## src/rtl/bsg_mem_1rw_sync_client_pkg.sv

```systemverilog
// Shared helpers for the bsg_mem_1rw_sync_client slice.
// Width functions stay at least one bit wide so depth-1 configurations still elaborate.
package bsg_mem_1rw_sync_client_pkg;

  // Bits needed to index n entries (0..n-1).
  function automatic int unsigned idx_width(input int unsigned n);
    return (n < 2) ? 1 : $clog2(n);
  endfunction

  // Bits needed to hold a count from 0 to n inclusive.
  function automatic int unsigned count_width(input int unsigned n);
    return (n < 2) ? 1 : $clog2(n + 1);
  endfunction

endpackage

```

## src/rtl/bsg_mem_1rw_sync_client_rbuf.sv

```systemverilog
// In-order 1r1w flop buffer holding captured read data until the consumer yumis it.
// Pointers wrap modulo els_p, so the depth need not be a power of two.
module bsg_mem_1rw_sync_client_rbuf
  import bsg_mem_1rw_sync_client_pkg::*;
#(
  parameter int width_p = 32,
  parameter int els_p   = 2,
  localparam int ptr_width_lp = idx_width(els_p),
  localparam int cnt_width_lp = count_width(els_p)
) (
  input  logic                    clk_i,
  input  logic                    reset_i,
  input  logic                    enq_i,
  input  logic [width_p-1:0]      data_i,
  input  logic                    deq_i,
  output logic [width_p-1:0]      data_o,
  output logic [cnt_width_lp-1:0] count_o
);

  logic [width_p-1:0]      r_mem [els_p];
  logic [ptr_width_lp-1:0] r_wr_ptr;
  logic [ptr_width_lp-1:0] r_rd_ptr;
  logic [cnt_width_lp-1:0] r_count;
  logic [cnt_width_lp-1:0] w_count_nxt;

  function automatic logic [ptr_width_lp-1:0] ptr_inc(input logic [ptr_width_lp-1:0] p);
    return (p == ptr_width_lp'(els_p - 1)) ? '0 : p + 1'b1;
  endfunction

  always_comb begin
    w_count_nxt = r_count;  // NOTE: default assigned first so no latch is inferred
    unique case ({enq_i, deq_i})
      2'b10:   w_count_nxt = r_count + 1'b1;
      2'b01:   w_count_nxt = r_count - 1'b1;
      default: ;
    endcase
  end

  // NOTE: storage has no reset; r_count alone decides which entries are visible
  always_ff @(posedge clk_i) begin
    if (enq_i) r_mem[r_wr_ptr] <= data_i;
  end

  always_ff @(posedge clk_i) begin
    if (reset_i) begin
      r_wr_ptr <= '0;
      r_rd_ptr <= '0;
      r_count  <= '0;
    end else begin
      if (enq_i) r_wr_ptr <= ptr_inc(r_wr_ptr);
      if (deq_i) r_rd_ptr <= ptr_inc(r_rd_ptr);
      r_count <= w_count_nxt;
    end
  end

  assign data_o  = r_mem[r_rd_ptr];
  assign count_o = r_count;

  a_enq_not_full: assert property (@(posedge clk_i) disable iff (reset_i)
    enq_i |-> (r_count != cnt_width_lp'(els_p)));
  a_deq_not_empty: assert property (@(posedge clk_i) disable iff (reset_i)
    deq_i |-> (r_count != '0));

endmodule

```

## src/rtl/bsg_mem_1rw_sync_client.sv

```systemverilog
// Adapter driving a bsg_mem_1rw_sync port from a valid/ready request stream and
// returning read data on a valid/yumi stream; credits guarantee every read has a slot.
module bsg_mem_1rw_sync_client
  import bsg_mem_1rw_sync_client_pkg::*;
#(
  parameter int width_p    = 32,
  parameter int els_p      = 16,
  parameter int rbuf_els_p = 2,
  localparam int addr_width_lp = idx_width(els_p),
  localparam int cred_width_lp = count_width(rbuf_els_p)
) (
  input  logic                     clk_i,
  input  logic                     reset_i,
  input  logic                     v_i,
  input  logic                     w_i,
  input  logic [addr_width_lp-1:0] addr_i,
  input  logic [width_p-1:0]       data_i,
  output logic                     ready_o,
  output logic                     v_o,
  output logic [width_p-1:0]       data_o,
  input  logic                     yumi_i,
  output logic                     mem_v_o,
  output logic                     mem_w_o,
  output logic [addr_width_lp-1:0] mem_addr_o,
  output logic [width_p-1:0]       mem_data_o,
  input  logic [width_p-1:0]       mem_data_i
);

  logic                     rd_pending_r;
  logic [cred_width_lp-1:0] credits_r;
  logic [cred_width_lp-1:0] w_credits_nxt;
  logic [cred_width_lp-1:0] w_count;
  logic                     w_rd_accept;

  // Writes also need a credit so ready_o never depends on w_i.
  assign ready_o     = (credits_r != '0) & ~reset_i;
  assign mem_v_o     = v_i & ready_o;
  assign mem_w_o     = w_i;
  assign mem_addr_o  = addr_i;
  assign mem_data_o  = data_i;
  assign w_rd_accept = mem_v_o & ~w_i;
  assign v_o         = (w_count != '0);

  always_comb begin
    w_credits_nxt = credits_r;
    unique case ({w_rd_accept, yumi_i})
      2'b10:   w_credits_nxt = credits_r - 1'b1;
      2'b01:   w_credits_nxt = credits_r + 1'b1;
      default: ;
    endcase
  end

  // NOTE: non-blocking assignments keep every flop sampling pre-edge values
  always_ff @(posedge clk_i) begin
    if (reset_i) begin
      rd_pending_r <= 1'b0;
      credits_r    <= cred_width_lp'(rbuf_els_p);
    end else begin
      rd_pending_r <= w_rd_accept;
      credits_r    <= w_credits_nxt;
    end
  end

  // The RAM's read data is valid exactly one cycle after issue and is captured unconditionally.
  bsg_mem_1rw_sync_client_rbuf #(
    .width_p (width_p),
    .els_p   (rbuf_els_p)
  ) rbuf (
    .clk_i   (clk_i),
    .reset_i (reset_i),
    .enq_i   (rd_pending_r),
    .data_i  (mem_data_i),
    .deq_i   (yumi_i),
    .data_o  (data_o),
    .count_o (w_count)
  );

  a_yumi_needs_v: assert property (@(posedge clk_i) disable iff (reset_i)
    yumi_i |-> v_o);
  a_w_known: assert property (@(posedge clk_i) disable iff (reset_i)
    v_i |-> !$isunknown(w_i));
  a_credit_sum: assert property (@(posedge clk_i) disable iff (reset_i)
    (32'(credits_r) + 32'(w_count) + 32'(rd_pending_r)) == 32'(rbuf_els_p));

endmodule

```

## config.mk

```make
export PLATFORM = sky130hd
export DESIGN_NAME = bsg_mem_1rw_sync_client
export DESIGN_NICKNAME = d
export VERILOG_FILES = /design/src/rtl/bsg_mem_1rw_sync_client_pkg.sv /design/src/rtl/bsg_mem_1rw_sync_client_rbuf.sv /design/src/rtl/bsg_mem_1rw_sync_client.sv
export SDC_FILE = /design/constraint.sdc
export NUM_CORES = 1
export LEC_CHECK = 0
export ABC_AREA = 1
export CAP_MARGIN = 15
export CORE_ASPECT_RATIO = 0.8
export CORE_MARGIN = 1.5
export CORE_UTILIZATION = 46
export CTS_BUF_LIST = sky130_fd_sc_hd__clkbuf_4 sky130_fd_sc_hd__clkbuf_8
export DETAILED_ROUTE_END_ITERATION = 8
export GPL_TIMING_DRIVEN = 0
export PLACE_DENSITY_LB_ADDON = 0.12
export SYNTH_ARGS = -nofsm -noshare
export SYNTH_HDL_FRONTEND = slang
export SYNTH_HIERARCHICAL = 1
export SYNTH_SLANG_ARGS = --single-unit
```

## constraint.sdc

```tcl
create_clock -name clk_i -period 5.73 [get_ports clk_i]
set_clock_uncertainty 0.1 [all_clocks]
set_input_delay 0.8595 -clock clk_i [delete_from_list [all_inputs] [get_ports clk_i]]
set_output_delay 0.8595 -clock clk_i [all_outputs]
set_load 0.02 [all_outputs]
```

==> summary by stage, run 1 <==
Die
The die extent in y is 76.86 um. The die covers 7327 um2. The die boundary width is 95.33 um. The number of placement rows is 26. The initial utilization of the core area, before any placement, comes to 48.45%.

In this run the standard cell core region covers 6474 um2. The count of pins on the block boundary is 145.

Detailed routing
In the final routed layout, each cell accounts on average for 14.39 um. The detailed-route via count is 1,859. Dividing the detail-routed via count by the number of cells gives 4.636. The count of antenna-violating nets left after detailed routing is 0. The detailed router's first-iteration violation count is 83.

The residual DRC count is 0. The detailed-routing iteration count for the pre-antenna-repair pass is 4. The wire length reported by the detailed router is 5.771 mm.

Power
The completed layout was analyzed and its total power is 0.001302 W. VDD sags by at most 0.1622 mV. The ratio of total power to cell area is 281.6 nW/um2. The static leakage is 1.791 nW.

Setup path
The capturing element type of the critical path is an output pin. STA puts the critical path data arrival time at 2.31 ns. The sort of element at the start of the critical path is a primary input. The buffers plus inverters on the worst setup path is 2.

The kind of cell adding the most delay to the critical path is buffers and inverters. The critical path in this run is classified as primary input to output pin. The maximum net fanout on the critical path is 8. Among the stages of the critical path, the cell type that occurs most often is sky130_fd_sc_hd__clkdlybuf4s50_1. The critical path's slowest cell is sky130_fd_sc_hd__clkdlybuf4s50_1. The critical path data required time is 4.77 ns.

Traced cell by cell, the critical path runs through clkdlybuf4s50_1 -> nor3_1 -> clkdlybuf4s50_1. On the worst path, the slowest cell contributes a delay of 0.63 ns.

Global route
The residual overflow from global routing is 0. For this run, the total global-route usage over all layers was measured as 16.41%. The number of global-route vias before repair is 1,851. The maximum number of pins on one net before global-route repair is 21. The number of antenna violations at the first check in global routing came to 0.

The first-pass GRT wire length is 8.790 mm.

Yosys
The xor and xnor area share after synthesis is 0.2792%. After synthesis, the largest area contributor takes up 61.27% of total cell area. After synthesis, the cell types taking the most area are sky130_fd_sc_hd__edfxtp_1 61%, sky130_fd_sc_hd__mux2_4 14%, sky130_fd_sc_hd__buf_4 8.9%.

The sequential fraction of the synthesis area is 66.37%. The main combinational cell family by area after synthesis is multiplexers. The netlist uses 22 different library cells. The mapped netlist covers 3137 um2. In the synthesized netlist, mux cells make up 15.08% of the area. The synthesized netlist devotes 0.6382% of its cell area to compound gates. The number of storage elements in the synthesis netlist is 72. The largest total area in the synthesized netlist belongs to sky130_fd_sc_hd__edfxtp_1. Summing the areas of all fa, ha and maj instances in the mapped netlist gives 0.7978% of the synthesized area. The number of standard cells after synthesis is 191.

The warning count from the yosys run is 6. The synthesized net count is 266. The average instance in the mapped netlist occupies 16.42 um2. After Yosys synthesis, and, or, nand and nor cells account for 4.148% of the synthesized area.

Final layout
The share of final-layout standard cells stronger than drive strength 1 is 30.28%. The count of cells in the finished layout, fillers not included, comes to 401. The final layout contains 387 nets.

0 antenna diodes ended up in the layout. The total non-filler cell area in the finished layout is 4624 um2. The final-layout fill cell count is 440. The area growth from synthesis to layout is 47.43%.

Place
The detailed placement HPWL is 4.216 mm. The number of cells after detailed placement is 385. At the end of routability-driven placement, the weighted congestion stood at 0.7168.

During placement, the flow inserted port buffers numbering 108. At the placement stage, the worst setup path has a slack of 2.440 ns. The post-place instance area is 4385 um2.

Clock network
The number of setup buffers added after CTS is 0. CTS saw 72 sinks. The tree is rooted in a sky130_fd_sc_hd__clkbuf_8. Hold repair after CTS inserted 0 buffers. Post-CTS repair changed the size of 0 cells.

The H-tree level count is 3. The largest buffer count on any clock path is 2. TritonCTS built the clock tree.

The CTS buffer count is 9. The insertion delay of the later-clocked pin in the worst-skew pair is 0.33 ns. After clock tree synthesis, the clock-pin slew on the worst setup and hold paths is 0.07 ns.

Timing
For this run, the top clock speed supported by timing is 306.0 MHz. Setup repair after global routing left no endpoint under its margin. Setup total negative slack on the finished layout was measured at 0 ns. In this run the tightest slew margin relative to its limit is 55.59%.

The number of hold violations in the final report came to 0. The count of final setup violators is 0. The final worst-path setup slack is 2.462 ns.

The number of max-slew violations in the final report is 0. In the finished design, the share of the clock period the worst path needs comes to 57.04%. After layout, the minimum clock period comes to 3.268 ns. For the pin with the worst max-slew slack, the measured transition is 0.6654 ns.

Run status
The run finished with clean final reports.

Worst hold path
The worst hold path belongs to the class register to register.

Flow run
Across the run, the number of max-cap violations was 0.
final timing paths:
check / start / endpoint / slack [ns] / depth (start not counted)
setup / recovery: reset_i / mem_v_o / 2.46 / 3
hold / removal: rbuf/count_o[1]$_SDFFE_PP0P_ / rbuf/count_o[1]$_SDFFE_PP0P_ / 0.40 / 2
setup reg to reg: rbuf/r_wr_ptr$_SDFFE_PP0P_ / rbuf/r_mem[1][21]$_DFFE_PP_ / 4.13 / 3
hold reg to reg: rbuf/count_o[1]$_SDFFE_PP0P_ / rbuf/count_o[1]$_SDFFE_PP0P_ / 0.40 / 2
final cells by class:
cell class                      count  area [um2]  area share, %
Clock buffer                       10       131.4          2.841
Tap cell                           84       105.1          2.273
Inverter                           13       48.80          1.055
Clock inverter                      6       107.6          2.327
Sequential cell                    72        2082          45.02
Timing Repair Buffer              110        1136          24.57
Multi-Input combinational cell     65       664.4          14.37
Buffer                             41       349.1          7.549
power by group:
part	switching, W	internal (W)	total [W]	leakage (nW)
sequential	0.00000668	0.000587	0.000594	0.647
combinational	0.000102	0.000139	0.000241	1.02
clock	0.000176	0.000292	0.000468	0.120
sequential cells by signal (all words and copies together) (netlist names), named ones only:
signal and count:
rbuf/r_wr_ptr 1, rbuf/r_mem 64, rd_pending_r 1, rbuf/count_o 2, rbuf/r_rd_ptr 1, credits_r 2
kinds of logic (layout without fill, tap and decap cells):
logic type,Yosys count,in the layout
compound gates,4,4
xor+xnor,1,1
fa+ha+maj,2,2
buf+inv,54,180
flops,72,72
mux,32,32
simple gates,26,26
cells in the mapped netlist:
cell,count
sky130_fd_sc_hd__nor4_4,1
sky130_fd_sc_hd__buf_12,3
sky130_fd_sc_hd__o21ai_0,1
sky130_fd_sc_hd__nor3_1,2
sky130_fd_sc_hd__nand2_1,8
sky130_fd_sc_hd__dfxtp_1,8
sky130_fd_sc_hd__mux2_2,2
sky130_fd_sc_hd__buf_6,1
sky130_fd_sc_hd__edfxtp_1,64
sky130_fd_sc_hd__nor2_2,1
sky130_fd_sc_hd__a21oi_1,2
sky130_fd_sc_hd__o21ai_1,1
sky130_fd_sc_hd__nand4_1,2
sky130_fd_sc_hd__ha_1,2
sky130_fd_sc_hd__inv_1,11
sky130_fd_sc_hd__buf_4,37
sky130_fd_sc_hd__nand3_1,2
sky130_fd_sc_hd__or2_1,1
sky130_fd_sc_hd__inv_2,2
sky130_fd_sc_hd__nor2_1,9
sky130_fd_sc_hd__mux2_4,30
sky130_fd_sc_hd__xnor2_1,1
worst register-to-register path, delay by kind of cell (launching register included):
family / cells / cell delay [ns]
buffers and inverters: 2 / 0.73
DFF: 1 / 0.40
and+or+nand+nor: 1 / 0.07
through the flow:
stage,util [%],hold WS (ns)
after detailed placement,67.74,0.3931
after global routing,71.43,0.4302
after CTS,71.43,0.4035
after floorplan,-,0.3682
final,71.43,0.4003
after global placement,66.78,0.3844
cells in the final DEF (no fill, tap or decap), drive strengths merged, types with 3 or more instances in the layout:
master           n
dfxtp            8
nor2            10
buf             43
clkdlybuf4s50  108
mux2            32
clkbuf          10
bufinv           3
edfxtp          64
nand2            8
inv             13
metal layers:
metal | track usage [%] | up-vias | routed length [um]
met1 | 18.61 | 870 | 2240
met5 | 0 | - | 0
li1 | - | 885 | -
met3 | 7.242 | 12 | 529
met4 | 7.164 | 0 | 101
met2 | 26.52 | 92 | 2899
No activity file was read; power rests on OpenSTA's default activity.
==> inputs of run 2 (changes only) <==
- CORE_UTILIZATION: 46 -> 43
- clock period: 5.73 -> 3.3 ns (I/O delays scaled with it)
==> run 2 against run 1 <==
Against the previous run: count of clock-buffer cells in the layout fell by 1; power up 66%; setup slack got worse by 1.7 ns; largest cell class unchanged; critical endpoint unchanged; core utilization down 5.4 points; die area rose by 6.7%; critical path depth unchanged; clock power increased by 51%; via count fell by 2.0%; first-iteration DRC count decreased by 18%; combinational power rose by 73%.
==> summary by stage, run 2 (synthesis gave the netlist of run 1 again) <==
Run status
The flow ran to the end, and the final reports show no timing, DRC or antenna violations.

Power
The part of the power in the clock network came to 32.8% (-3.1 points). The internal power component is 0.001678 W (+65%). The ratio of total power to cell area is 468.9 nW/um2 (+67%).

The share of total power consumed by net switching came to 22.15% (+0.33 points). The sequential power share came to 47.8% (+2.2 points). The net load switching power is 0.0004775 W (+68%). The static leakage is 1.774 nW (-0.95%). The fraction of power consumed by combinational cells is 19.4% (+0.9 points). The worst IR drop on VDD was 0.3107 mV (+92%).

Timing
The remaining max-slew budget at the tightest pin is 56.38% (+0.80 points). The worst-margin pin slew is 0.6535 ns (-0.01193 ns). The count of final setup violators is 0 (unchanged).

The number of max-slew violations in the final report is 0 (unchanged). Timing would allow up to 389.1 MHz. After layout, the worst path uses 77.87% of the clock period. The shortest clock period the worst path allows after layout is 2.570 ns.

The number of hold violations in the final report is 0 (unchanged). Setup repair after global routing left no endpoint under its margin. The aggregate negative setup slack is 0 ns (unchanged).

Global route
The residual overflow from global routing is 0 (unchanged). The first-pass GRT wire length is 8.562 mm (-2.6%). The number of global-route vias before repair is 1,837 (-0.76%). The number of antenna violations at the first check in global routing is 0 (unchanged).

The maximum number of pins on one net before global-route repair is 21 (unchanged). The total routing usage reported by global routing is 14.67% (-1.7 points).

Final layout
The total non-filler cell area in the finished layout was 4598 um2 (-0.57%). Counting flops per register, the top entry is rbuf/r_mem. The non-filler instance count after layout came to 403 (+0.50%).

The most frequent standard cell in the layout excluding fill and tap cells is sky130_fd_sc_hd__clkdlybuf4s50_1. The share of final-layout standard cells stronger than drive strength 1 is 29.75% (-0.54 points). The final-layout fill cell count is 498 (+13%). Leaving out fill and tap cells, the most frequent cells in the layout are 108 x sky130_fd_sc_hd__clkdlybuf4s50_1, 64 x sky130_fd_sc_hd__edfxtp_1, 37 x sky130_fd_sc_hd__buf_4. Relative to the synthesized area, the layout overhead comes to 46.59%. The final layout net count is 387 (unchanged). The flip-flop count of the largest register after layout is 64 (unchanged).

The diode insertion count for antenna repair came to 0 (unchanged).

Place
The number of port buffers is 108 (unchanged). The weighted congestion at the end of routability-driven global placement is 0.6991 (-2.5%). The detailed placement HPWL is 4.320 mm (+2.5%). The post-place instance area was 4389 um2 (about the same). The number of cells after detailed placement came to 388 (+0.78%).

Die
The count of pins on the block boundary was 145 (unchanged). The number of placement rows is 27 (+3.8%). The die extent in y is 79.39 um (+3.3%). The starting utilization of the core area is 45.07% (-3.4 points). The area of the core region is 6959 um2 (+7.5%). The die boundary width was 98.49 um (+3.3%).

The die outline area is 7819 um2 (+6.7%).

Detailed routing
The detailed router's first-iteration violation count is 68 (-18%). The detailed-routing iteration count for the pre-antenna-repair pass is 4 (unchanged). The detailed-route via count is 1,822 (-2.0%).

The average detailed-routed wire length per instance is 13.82 um (-3.9%). The residual DRC count is 0 (unchanged). The via density per instance is 4.521 (-2.5%). The count of antenna-violating nets left after detailed routing is 0 (unchanged). The wire length reported by the detailed router is 5.571 mm (-3.5%).

Setup path
The critical path data required time is 2.70 ns (-2.07 ns). The maximum net fanout on the critical path is 8 (unchanged). The sort of element at the start of the critical path is a primary input. The setup path with the least slack is of type primary input to output pin. The signal arrival time at the worst endpoint is 1.97 ns (-0.34 ns). The worst setup path is captured at an output pin.

Clock network
The cts-stage hold buffer count came to 0 (unchanged). The total number of clock tree sinks was 72 (unchanged). The clock edge transition at the registers on the reported setup and hold paths is 0.06 ns (about the same). The largest buffer count on any clock path is 2 (unchanged).

The quantity of gates resized following cts came to 0 (unchanged). The clock root buffer is sky130_fd_sc_hd__clkbuf_8. The CTS buffer count is 9 (unchanged).

The H-tree level count is 3 (unchanged). The insertion delay of the later-clocked pin in the worst-skew pair is 0.32 ns (about the same). The number of setup buffers added after CTS is 0 (unchanged). TritonCTS built the clock tree.

Flow run
The number of maximum-capacitance violations is 0 (unchanged).

Worst hold path
In this run the worst hold path is classified as register to register.
-- run 2: changes by cell type in the layout (fill, tap and decap cells not counted), sizes merged --
| cell | previous run | this run |
|---|---|---|
| clkinv | 2 | 3 |
| bufinv | 3 | 2 |
| clkbuf | 10 | 9 |
-- run 2: routing by layer --
layer | part of all wire [%] | up-vias | global-route usage (%)
li1 | - | 885 | -
met1 | 38 | 833 | 16.30
met2 | 50 | 98 | 23.77
met3 | 10 | 6 | 8.231
met4 | 1.1 | 0 | 5.352
met5 | 0 | - | 0
-- run 2: final timing paths --
path / startpoint / endpoint / slack [ns] / cells past startpoint
setup / recovery: reset_i / mem_v_o / 0.73 / 3
hold / removal: credits_r[1]$_SDFFE_PP1P_ / credits_r[1]$_SDFFE_PP1P_ / 0.41 / 2
setup reg to reg: rbuf/r_wr_ptr$_SDFFE_PP0P_ / rbuf/r_mem[1][25]$_DFFE_PP_ / 1.70 / 3
hold reg to reg: credits_r[1]$_SDFFE_PP1P_ / credits_r[1]$_SDFFE_PP1P_ / 0.41 / 2
-- run 2: worst max-delay path, stage by stage --
cell and delay, ns:
sky130_fd_sc_hd__clkdlybuf4s50_1 0.59, sky130_fd_sc_hd__nor3_1 0.24, sky130_fd_sc_hd__clkdlybuf4s50_1 0.64
-- run 2: layout make-up --
class | instances | area, um2 | area share [%]
buffer | 41 | 349.1 | 7.592
sequential | 72 | 2082 | 45.28
timing repair buffer | 110 | 1136 | 24.71
clock inverter | 6 | 85.08 | 1.850
inverter | 13 | 48.80 | 1.061
multi-input combinational | 65 | 664.4 | 14.45
clock buffer | 9 | 123.9 | 2.694
tap | 87 | 108.9 | 2.367
-- run 2: metrics by stage --
step	util, %	total power (W)	hold slack (ns)	setup WS (ns)
after global placement	62.17	0.001461	0.3837	0.2523
after floorplan	-	0.001287	0.3682	1.034
final	66.07	0.002156	0.4059	0.7303
after global routing	66.07	0.002252	0.4375	0.6802
after CTS	66.07	0.002189	0.4089	0.7189
after detailed placement	63.07	0.001471	0.3996	0.7286
-- run 2: power by group through the flow --
stage                     Combinational, W  Clock (W)  Sequential [W]
after detailed placement          0.000421          0         0.00105
final                             0.000417   0.000708         0.00103
after CTS                         0.000423   0.000737         0.00103
after global routing              0.000442   0.000779         0.00103
after global placement            0.000411          0         0.00105
after floorplan                   0.000239          0         0.00105
==> inputs of run 3 (changes only) <==
- CORE_UTILIZATION: 43 -> 38
- clock period: 3.3 -> 2.2 ns (I/O delays scaled with it)
==> run 3 against run 2 <==
Against the previous run: register-to-register slack got worse by 1.2 ns; combinational power rose by 42%; first-iteration DRC count decreased by 28%; flip-flop and latch count is the same; non-clock buffer count unchanged; routed wire length is 2.0% higher; sequential power increased by 50%; critical path type is now register to output pin; critical endpoint is now data_o[12].
==> summary by stage, run 3 (synthesis gave the netlist of run 1 again) <==
Setup path
The endpoint of the worst register-to-register path is rbuf/r_mem[1][20]$_DFFE_PP_. The critical path goes through buf_6 -> mux2_2 -> clkdlybuf4s50_1. The register-to-register path setup slack came to 0.50 ns (-1.20 ns). The critical path is of the register to output pin type.

STA classifies the critical path endpoint as an output pin. The sort of element at the start of the critical path is a register. The slowest stage of the critical path belongs to the cell sky130_fd_sc_hd__clkdlybuf4s50_1. The critical path data required time was 1.77 ns (-0.93 ns). The signal arrival time at the worst endpoint is 1.68 ns (-0.29 ns).

The stage delay of the slowest cell on the critical path is 0.55 ns (-0.09 ns). The launch point of the worst reg-to-reg path is rbuf/r_wr_ptr$_SDFFE_PP0P_. The maximum net fanout on the critical path was 5 (-3). The worst reg2reg path depth is 3 (unchanged).

Detailed routing
The wire length reported by the detailed router came to 5.684 mm (+2.0%). The detailed-route via count is 1,806 (-0.88%). The average detailed-routed wire length per instance came to 13.44 um (-2.8%). The detailed router's first-iteration violation count is 49 (-28%). The detailed-routing iteration count for the pre-antenna-repair pass is 4 (unchanged). The met3 wire length is 435 um (-23%). The met1 wire length is 2.171 mm (+1.4%). The count of antenna-violating nets left after detailed routing is 0 (unchanged). The residual DRC count is 0 (unchanged). The top layer reached by signal wires is met4. The met2 wirelength from detailed routing was 3.024 mm (+7.9%). The via density per instance is 4.270 (-5.6%).

Timing
The worst-margin pin slew was 0.8381 ns (+0.1846 ns). The count of final setup violators is 0 (unchanged). The post-route fraction of the period consumed by the critical path is 95.73%. Static timing analysis puts the maximum clock frequency at 474.8 MHz. The number of max-slew violations in the final report was 0 (unchanged).

Setup repair after global routing left no endpoint under its margin. The aggregate negative setup slack is 0 ns (unchanged). Subtracting the final worst setup slack from the clock period gives 2.106 ns. The remaining max-slew budget at the tightest pin is 44.07% (-12 points).

The number of hold violations in the final report was 0 (unchanged).

Clock network
The largest buffer count on any clock path is 2 (unchanged). The clock root buffer is sky130_fd_sc_hd__clkbuf_8. The insertion delay of the later-clocked pin in the worst-skew pair is 0.33 ns (about the same). The clock edge transition at the registers on the reported setup and hold paths is 0.06 ns (about the same).

TritonCTS built the clock tree. The H-tree level count is 3 (unchanged). The total number of clock tree sinks is 72 (unchanged).

The CTS buffer count is 9 (unchanged).

Global route
The first-pass GRT wire length is 8.942 mm (+4.4%). The number of antenna violations at the first check in global routing is 0 (unchanged). The number of global-route vias before repair is 1,848 (+0.60%). The residual overflow from global routing came to 0 (unchanged). The maximum number of pins on one net before global-route repair is 22 (+4.8%). The total routing usage reported by global routing is 13.45% (-1.2 points).

Die
The die extent in y is 84.26 um (+6.1%). The count of pins on the block boundary was 145 (unchanged). The area of the core region is 7983 um2 (+15%). The die boundary width came to 104.6 um (+6.2%). The number of placement rows is 29 (+7.4%).

The starting utilization of the core area came to 39.29% (-5.8 points). The die outline area is 8812 um2 (+13%).

Power
The fraction of power consumed by combinational cells is 20.0% (+0.6 points). The worst IR drop on VDD came to 0.3409 mV (+9.7%). The part of the power in the clock network came to 27.8% (-5.0 points). The internal power component was 0.002271 W (+35%). The total power draw is 0.002963 W (+37%). The sequential power share is 52.2% (+4.4 points).

The net load switching power is 0.0006915 W (+45%). The share of total power consumed by net switching was 23.34% (+1.2 points). The ratio of total power to cell area is 654.5 nW/um2 (+40%). The static leakage is 1.792 nW (+1.0%).

Final layout
The diode insertion count for antenna repair came to 0 (unchanged). The most frequent standard cell in the layout excluding fill and tap cells is sky130_fd_sc_hd__clkdlybuf4s50_1. Leaving out fill and tap cells, the most frequent cells in the layout are 77 x sky130_fd_sc_hd__clkdlybuf4s50_1, 64 x sky130_fd_sc_hd__edfxtp_1, 37 x sky130_fd_sc_hd__buf_4. The register name with the most flops is rbuf/r_mem. The area growth from synthesis to layout is 44.32%. The final layout net count is 387 (unchanged). The flip-flop count of the largest register after layout is 64 (unchanged). The share of final-layout standard cells stronger than drive strength 1 was 28.89% (-0.86 points). The final core utilization is 56.71% (-9.4 points).

Worst hold path
The worst min-delay path startpoint is rd_pending_r$_SDFF_PP0_. The worst min-delay path category is register to register. The worst-case hold path end point is rbuf/r_wr_ptr$_SDFFE_PP0P_. The cell count of the worst hold path is 2 (unchanged).

Place
The number of port buffers is 108 (unchanged). The weighted congestion at the end of routability-driven global placement is 0.7121 (+1.9%). The detailed placement HPWL is 4.316 mm (about the same).

Run status
The flow ran to the end, and the final reports show no timing, DRC or antenna violations.

Flow run
The number of maximum-capacitance violations is 0 (unchanged).
## run 3: final cells by class
type | instances | area, um2
Clock buffer | 11 | 138.9
Sequential cell | 72 | 2082
Multi-Input combinational cell | 65 | 664.4
Inverter | 13 | 48.80
Tap cell | 108 | 135.1
Buffer | 41 | 349.1
Clock inverter | 3 | 11.26
Fill cell | 690 | 3456
Timing Repair Buffer | 110 | 1097
## run 3: routing by layer
layer  vias to the layer above  GRT usage, %
met5                         -             0
met4                         0         5.604
met3                         4         5.435
met2                        88         24.04
met1                       833         14.13
li1                        881             -
## run 3: critical path, delay by kind of cell, from the launching register on
family   cells  cell delay (ns)
flops        1             0.32
buf+inv      2             0.69
mux          1             0.33
## run 3: timing repair
action,4_1_cts,5_1_grt
setup buffers,0,0
gates resized for setup,31,0
setup endpoints to repair,31,0
hold buffers,0,0
## run 3: power groups by stage
stage	Clock, W	Combinational, W	Sequential (W)
floorplan	0	0.000358	0.00157
global placement	0	0.000620	0.00157
detailed placement	0	0.000633	0.00158
CTS	0.000862	0.000603	0.00155
global route	0.000917	0.000630	0.00155
finish	0.000824	0.000593	0.00155
## run 3: through the flow
stage | worst slack, ns | cell area [um2] | cells | hold WS (ns)
final | 0.09393 | 4527 | 423 | 0.3938
after global routing | 0.02861 | 4527 | 423 | 0.4157
after CTS | 0.05117 | 4527 | 423 | 0.3982
after detailed placement | -0.05513 | 4415 | 409 | 0.3912
after global placement | -0.09184 | 4355 | 407 | 0.3804
after floorplan | 0.4726 | 3139 | 191 | 0.3024
## run 3: worst max path at each step
stage	endpoint	startpoint	cells after the start	slack (ns)
after floorplan	rbuf/r_mem[0][0]$_DFFE_PP_	rd_pending_r$_SDFF_PP0_	2	0.47
after global placement	rbuf/r_mem[0][14]$_DFFE_PP_	rd_pending_r$_SDFF_PP0_	2	-0.09
after detailed placement	mem_v_o	reset_i	3	-0.06
after CTS	data_o[12]	register	3	0.05
after global routing	data_o[12]	register	3	0.03
final	data_o[12]	register	3	0.09
